## config.mk

```make
export PLATFORM = sky130hd
export DESIGN_NAME = axis_frame_sink
export DESIGN_NICKNAME = d
export VERILOG_FILES = /design/src/rtl/axis_pkg.sv /design/src/rtl/raster_counter.sv /design/src/rtl/axis_frame_sink.sv
export SDC_FILE = /design/constraint.sdc
export NUM_CORES = 1
export LEC_CHECK = 0
export CAP_MARGIN = 40
export CORE_MARGIN = 1
export CORE_UTILIZATION = 34
export CTS_BUF_LIST = sky130_fd_sc_hd__clkbuf_2 sky130_fd_sc_hd__clkbuf_4 sky130_fd_sc_hd__clkbuf_8
export DETAILED_ROUTE_END_ITERATION = 8
export PLACE_DENSITY = 0.7
export SETUP_SLACK_MARGIN = 0.05
export SYNTH_ARGS = -nofsm -noshare
export SYNTH_HDL_FRONTEND = slang
export SYNTH_SLANG_ARGS = --single-unit
```

## constraint.sdc

```tcl
create_clock -name aclk -period 3.3 [get_ports aclk]
set_input_delay 0.825 -clock aclk [delete_from_list [all_inputs] [get_ports aclk]]
set_output_delay 0.825 -clock aclk [all_outputs]
set_load 0.02 [all_outputs]
```

## src/rtl/axis_pkg.sv

```systemverilog
// Shared types and widths for the AXI4-Stream pixel sink.
// Latency: n/a (declarations only).
// Backpressure: n/a (declarations only).
package axis_pkg;

    localparam int PIX_W  = 32;  // pixel data width
    localparam int FCNT_W = 16;  // completed-frame counter width

    typedef enum logic [1:0] {
        IDLE = 2'd0,
        RECV = 2'd1,
        DONE = 2'd2
    } sink_state_t;

endpackage

```

## src/rtl/raster_counter.sv

```systemverilog
// Raster position tracker: x counts 0..WIDTH-1 per line, y counts lines, wraps to (0,0).
// Latency: position updates at the edge that samples advance/restart; at_last is combinational.
// Backpressure: none; caller qualifies advance with its own handshake.
//
// Ports: aclk/aresetn clock and async active-low reset; advance steps one pixel;
// restart forces (0,0) and wins over advance; x/y next expected pixel; at_last true at final pixel.
module raster_counter #(
    parameter int WIDTH = 20,
    parameter int HEIGHT = 20,
    localparam int XW = $clog2(WIDTH),
    localparam int YW = (HEIGHT > 1) ? $clog2(HEIGHT) : 1
) (
    input  logic          aclk,
    input  logic          aresetn,
    input  logic          advance,
    input  logic          restart,
    output logic [XW-1:0] x,
    output logic [YW-1:0] y,
    output logic          at_last
);

    localparam logic [XW-1:0] X_LAST = XW'(WIDTH - 1);
    localparam logic [YW-1:0] Y_LAST = YW'(HEIGHT - 1);

    logic [XW-1:0] x_q, x_d;
    logic [YW-1:0] y_q, y_d;

    always_comb begin
        x_d = x_q;
        y_d = y_q;
        if (restart) begin
            x_d = '0;
            y_d = '0;
        end else if (advance) begin
            if (x_q == X_LAST) begin
                x_d = '0;
                y_d = (y_q == Y_LAST) ? '0 : y_q + 1'b1;
            end else begin
                x_d = x_q + 1'b1;
            end
        end
    end

    always_ff @(posedge aclk or negedge aresetn) begin
        if (!aresetn) begin
            x_q <= '0;
            y_q <= '0;
        end else begin
            x_q <= x_d;
            y_q <= y_d;
        end
    end

    assign x       = x_q;
    assign y       = y_q;
    assign at_last = (x_q == X_LAST) && (y_q == Y_LAST);

endmodule

```

## src/rtl/axis_frame_sink.sv

```systemverilog
// AXI4-Stream frame consumer: tracks raster position, checks tlast placement, counts frames.
// Latency: all outputs registered; frame_done/frame_sum/frame_count visible the cycle after the final beat.
// Backpressure: tready high only in RECV; one dead cycle after each frame, low while idle.
//
// Ports: aclk/aresetn; s_axis_* slave stream; enable gates new frames; clear_errors clears sticky flags;
// pix_x/pix_y next expected pixel; frame_done pulse; frame_count; frame_sum; err_early_last/err_missing_last.
// Build option: define AXIS_FRAME_SINK_CHECKSUM_EN to build the per-frame checksum; otherwise frame_sum is 0.
module axis_frame_sink
    import axis_pkg::*;
#(
    parameter int WIDTH = 20,
    parameter int HEIGHT = 20,
    localparam int XW = $clog2(WIDTH),
    localparam int YW = (HEIGHT > 1) ? $clog2(HEIGHT) : 1
) (
    input  logic              aclk,
    input  logic              aresetn,
    input  logic [PIX_W-1:0]  s_axis_tdata,
    input  logic              s_axis_tvalid,
    output logic              s_axis_tready,
    input  logic              s_axis_tlast,
    input  logic              enable,
    input  logic              clear_errors,
    output logic [XW-1:0]     pix_x,
    output logic [YW-1:0]     pix_y,
    output logic              frame_done,
    output logic [FCNT_W-1:0] frame_count,
    output logic [PIX_W-1:0]  frame_sum,
    output logic              err_early_last,
    output logic              err_missing_last
);

    sink_state_t       state_q, state_d;
    logic              tready_q, tready_d;
    logic              frame_done_q, frame_done_d;
    logic [FCNT_W-1:0] frame_count_q, frame_count_d;
    logic              err_early_q, err_early_d;
    logic              err_missing_q, err_missing_d;

    logic beat, at_last, final_beat, early_beat;

    assign beat       = s_axis_tvalid && tready_q;
    assign final_beat = beat && at_last;
    // tlast anywhere but the final pixel resynchronises the raster to (0,0).
    assign early_beat = beat && s_axis_tlast && !at_last;

    raster_counter #(.WIDTH(WIDTH), .HEIGHT(HEIGHT)) u_raster (
        .aclk    (aclk),
        .aresetn (aresetn),
        .advance (beat && !early_beat),
        .restart (early_beat),
        .x       (pix_x),
        .y       (pix_y),
        .at_last (at_last)
    );

    always_comb begin
        state_d = state_q;
        case (state_q)
            IDLE:    if (enable) state_d = RECV;
            // enable is ignored mid-frame: the frame in flight always completes.
            RECV:    if (final_beat) state_d = DONE;
            DONE:    state_d = enable ? RECV : IDLE;
            default: state_d = IDLE;
        endcase
    end

    always_comb begin
        // tready is registered, so it is the look-ahead of the next state.
        tready_d      = (state_d == RECV);
        frame_done_d  = final_beat;
        frame_count_d = final_beat ? frame_count_q + 1'b1 : frame_count_q;
        // A new error in the same cycle as clear_errors wins.
        err_early_d   = (err_early_q && !clear_errors) || early_beat;
        err_missing_d = (err_missing_q && !clear_errors) || (final_beat && !s_axis_tlast);
    end

    always_ff @(posedge aclk or negedge aresetn) begin
        if (!aresetn) begin
            state_q       <= IDLE;
            tready_q      <= 1'b0;
            frame_done_q  <= 1'b0;
            frame_count_q <= '0;
            err_early_q   <= 1'b0;
            err_missing_q <= 1'b0;
        end else begin
            state_q       <= state_d;
            tready_q      <= tready_d;
            frame_done_q  <= frame_done_d;
            frame_count_q <= frame_count_d;
            err_early_q   <= err_early_d;
            err_missing_q <= err_missing_d;
        end
    end

`ifdef AXIS_FRAME_SINK_CHECKSUM_EN
    logic [PIX_W-1:0] acc_q, acc_d;
    logic [PIX_W-1:0] sum_q, sum_d;

    always_comb begin
        acc_d = acc_q;
        sum_d = sum_q;
        if (final_beat) begin
            sum_d = acc_q + s_axis_tdata;
            acc_d = '0;
        end else if (early_beat) begin
            acc_d = '0;
        end else if (beat) begin
            acc_d = acc_q + s_axis_tdata;
        end
    end

    always_ff @(posedge aclk or negedge aresetn) begin
        if (!aresetn) begin
            acc_q <= '0;
            sum_q <= '0;
        end else begin
            acc_q <= acc_d;
            sum_q <= sum_d;
        end
    end

    assign frame_sum = sum_q;
`else
    logic unused_tdata;
    assign unused_tdata = ^s_axis_tdata;
    assign frame_sum    = '0;
`endif

    assign s_axis_tready    = tready_q;
    assign frame_done       = frame_done_q;
    assign frame_count      = frame_count_q;
    assign err_early_last   = err_early_q;
    assign err_missing_last = err_missing_q;

endmodule

```

Yosys cells after proc, flatten, opt, wreduce, memory -nomap -nowiden

Cells that the tools add are included.

Logic and storage cells: 46
Flip-flop bits (word level): 32
Input port bits: 38
Output and inout bits: 62

Eq/ne operators: 5
Reductions and logical operators: 19
$add $sub $neg: 3
Mux-type cells: 11

Operators with widths:

| cell                  | number |
|---|---|
| $mux 5                | 7 |
| $add 16x1->16 const B | 1 |
| $add 5x1->5 const B   | 2 |
| $eq 5x5->1 const B    | 2 |
| $logic_and 1x1->1     | 9 |
| $pmux 2 s3            | 1 |
| $eq 2x1->1 const B    | 2 |
| $logic_not 1->1       | 4 |
| $mux 2                | 2 |
| $reduce_bool 2->1     | 2 |
| $eq 2x2->1 const B    | 1 |
| $logic_not 2->1       | 1 |
| $logic_or 1x1->1      | 2 |
| $reduce_and 2->1      | 1 |
| $mux 1                | 1 |

Longest topological paths before layout

Word-level depth: 8
Depth in mapped cells: 7
Gate-level depth less buffers: 7

Cells and area by module

Synthesis repeated with hierarchy kept, for this count alone.

Cell total of the unflattened synthesis: 171
Area total of the unflattened synthesis: 1752.9 µm²

By module, submodules not included:

| module          | instances | area each (µm²) | seq. area each (µm²) | cells each |
|---|---|---|---|---|
| axis_frame_sink | 1         | 1184.9          | 550.5                | 111 |
| raster_counter  | 1         | 568.0           | 250.2                | 60 |

Least setup slack after synthesis

Ideal clock, no wire load.

Kind: input to register
Start point: in s_axis_tvalid
End point: reg frame_count_q[15], in the netlist frame_count[15]
Data arrival time: 2.010 ns
Stages: 5
Slack: 1.210 ns
Required time: 3.221 ns
Path buffers: 1
Cells stage by stage: and4_1 -> or4b_4 -> buf_6 -> nor4_4 -> xor2_1

Longest elaborated chain between the ends: 2

Ends and longest elaborated chain:

| item                   | line                  | RTL |
|---|---|---|
| start: declaration     | axis_frame_sink.sv:19 | `input logic s_axis_tvalid,` |
| $logic_and 1x1->1      | axis_frame_sink.sv:42 | `assign beat = s_axis_tvalid && tready_q;` |
| $logic_and 1x1->1      | axis_frame_sink.sv:43 | `assign final_beat = beat && at_last;` |
| end signal: assignment | axis_frame_sink.sv:90 | `frame_count_q <= frame_count_d;` |
| end: declaration       | axis_frame_sink.sv:36 | `logic [FCNT_W-1:0] frame_count_q, frame_count_d;` |

Every way passes these cells.
A chain may end at the register's enable or synchronous reset.

Final worst setup path

Ends and elaborated chain as after synthesis.

==> results.py <==
metrics = {
    "run_status": {
        "status": "complete, no violations",
    },
    "setup_path": {
        "rr_worst_depth": 5,
        "rr_endpoint": "frame_count[15]$_DFFE_PN0P_",
        "end_kind": "flop",
        "cpPeakStageDelay_ps": 560,
        "cp.arrival_ps": 2600,
        "crit_type": "in -> reg",
        "cp-start-kind": "primary input",
        "critPathSlowestCell": "or4b_4",
        "path_max_fanout": 8,
        "r2r_start": "u_raster.x[0]$_DFFE_PN0P_",
        "cp.required_ps": 3510,
        "path_cells": "clkdlybuf4s50_1 -> and4_1 -> or4b_4 -> nor4_4 -> xor2_1",
        "rrSetupSlack_ps": 1340,
    },
    "cells_and_area": {
        "layout_common_cells": "clkdlybuf4s50_1 (35), conb_1 (32), dfrtp_1 (32)",
        "nNetsFinal": 254,
        "fillCellCount": 505,
        "final_common_cell": "clkdlybuf4s50_1",
        "syn_to_final_growth_pct": 24.09,
        "drive_gt1_share_pct": 9.813,
        "n_antenna_cell": 0,
    },
    "yosys": {
        "ys_seq_area_share_pct": 44.57,
        "synth_area_um2": 1797,
        "ys_warn_count": 0,
        "synthTopCellsByArea": "dfrtp_1 (45%), buf_4 (13%), xor2_1 (5.8%)",
        "synth_top_area_share_pct": 44.57,
        "syn_area_per_cell_um2": 10.39,
        "synth_cell_type_count": 37,
        "async_flop_share_pct": 100.0,
        "synth_top_area_cell": "dfrtp_1",
        "synth-main-ff-cell": "dfrtp_1",
        "synth_edf_count": 0,
        "ys_ff_latch": 32,
        "syn_inst": 173,
    },
    "sta": {
        "rsz0062_at_grt": "false",
        "setup_viol": 0,
        "timing.final.crit_share_pct": 72.27,
        "clock.fmax_mhz": 419.3,
        "tightest_slew_ps": 524.8,
        "setup_tns_ps": 0,
        "hold_viol": 0,
        "skew_ps": 4.009,
        "slew-limit-headroom_pct": 64.54,
        "fin_crit_ps": 2385,
        "whs_ps": 470.8,
        "final_max_slew_viol_count": 0,
    },
    "global_route": {
        "grt_max_degree": 33,
        "grt_usage_pct": 12.91,
        "antenna_found_initial": 0,
        "gr-total-overflow": 0,
        "grt_pass1_wl_um": 5354,
        "grt_pass1_vias": 1154,
    },
    "routing": {
        "drt-total-wl_um": 3188,
        "drc": 0,
        "vias": 1238,
        "post_drt_wl_per_cell_um": 11.23,
        "detail_route.vias_per_cell": 4.359,
        "firstDrtPassIters": 4,
        "drtAntennaViolNets": 0,
        "drt-initial-drc-count": 38,
    },
    "clocking": {
        "cts_buffer_depth": 2,
        "postCtsResizedCells": 0,
        "cts_tree": "done",
        "clk_pin_slew_ps": 60,
        "clkSinkCount": 32,
        "numCtsBuffers": 5,
        "insertion_delay_ps": 290,
        "root_buffer": "clkbuf_8",
        "h-tree-depth": 2,
        "post_cts_buffers": 0,
        "cts_hold_buf": 0,
    },
    "floorplanning": {
        "die_h_um": 74.70,
        "fp-row-count": 26,
        "dieArea_um2": 5579,
        "fp.dieW_um": 74.70,
        "ios": 100,
        "start_util_pct": 35.18,
        "core_um2": 5107,
    },
    "power_and_ir_drop": {
        "power.density_nw_per_um2": 430.8,
        "irDropWorstVdd_mv": 0.1908,
        "leakage_uw": 0.001018,
    },
    "hold_path": {
        "hold_depth": 1,
        "hold_start": "frame_count[15]$_DFFE_PN0P_",
        "holdPathEnd": "frame_count[15]$_DFFE_PN0P_",
        "holdCritPathClass": "reg -> reg",
    },
    "placed_design": {
        "io_buffers": 35,
        "routabilityCongestion": 0.7268,
        "place_hpwl_um": 2367,
    },
    "run": {
        "drv_cap": 0,
    },
}
==> metrics by stage <==
step                instances  power, µW  cell area [µm²]  setup slack (ps)  util [%]
global route              284       1003             2230             829.6     43.66
global placement          275      553.1             2100             638.0     41.11
floorplan                 204      533.5             1913              1210         -
CTS                       284      974.6             2230             902.0     43.66
finish                    284      960.4             2230             915.1     43.66
detailed placement        276      555.9             2103             615.5     41.18
==> metal layers <==
metal	global-route usage [%]	up-vias	part of all wire, %
met5	0	-	0
met4	5.660	0	1.9
met1	16.72	598	45
met2	19.92	37	49
met3	4.016	7	4.5
li1	-	596	-
==> cell families after synthesis <==
kind of cell | Yosys count | share of synthesized area (%)
xor gates and xnor gates | 21 | 10.24
other | 1 | 0.2087
muxes | 1 | 0.6267
DFF | 32 | 44.57
and+or+nand+nor | 55 | 20.27
buffers and inverters | 44 | 16.30
AOI/OAI and AO/OA | 16 | 5.710
adders and majority gates | 3 | 2.089
==> power breakdown <==
| group | switching (µW) | internal [µW] | leakage [µW] |
|---|---|---|---|
| sequential | 16.0 | 405 | 0.000420 |
| combinational | 81.7 | 44.1 | 0.000533 |
| clock | 147 | 266 | 0.0000645 |
| total | 245 | 716 | 0.00102 |
==> Yosys cell counts (2+ instances only) <==
cell / instances
and2_1: 3
and4_1: 2
buf_4: 32
clkbuf_1: 2
dfrtp_1: 32
ha_1: 3
inv_1: 8
nand2_1: 12
nand3_1: 7
nand4_1: 3
nor2_1: 11
nor3_2: 5
o2111ai_1: 2
o21ai_0: 5
o22ai_1: 4
or2b_1: 2
xnor2_1: 9
xor2_1: 12
==> worst max-delay path: cells and delay by family <==
kind	cells	cell delay, ps
AND/OR/NAND/NOR	3	1080
XOR/XNOR	1	160
buffers and inverters	1	540
==> how the worst max path moves through the flow <==
stage | startpoint | endpoint | depth (start not counted)
2_1_floorplan | s_axis_tvalid | frame_count[15]$_DFFE_PN0P_ | 5
3_3_place_gp | s_axis_tvalid | frame_count[15]$_DFFE_PN0P_ | 5
3_5_place_dp | s_axis_tvalid | frame_count[15]$_DFFE_PN0P_ | 5
4_1_cts | s_axis_tvalid | frame_count[15]$_DFFE_PN0P_ | 5
5_1_grt | s_axis_tvalid | frame_count[15]$_DFFE_PN0P_ | 5
6_report | s_axis_tvalid | frame_count[15]$_DFFE_PN0P_ | 5
==> cell type report <==
type | instances | area [µm²] | share of cell area [%]
flip-flops and latches | 32 | 800.8 | 35.91
repair buffers | 37 | 361.6 | 16.22
multi-input cells | 128 | 819.5 | 36.76
clock inverters | 1 | 30.03 | 1.347
inverters | 9 | 33.78 | 1.515
well taps | 70 | 87.58 | 3.928
clock buffers | 7 | 96.34 | 4.321
==> state kept, by name, summed over array words and instances (netlist names) <==
name and cells:
err_early_last 1, err_missing_last 1, frame_count 16, frame_done 1
s_axis_tready 1, state_q 2, u_raster.x 5, u_raster.y 5
No activity file was read; power rests on OpenSTA's default activity.
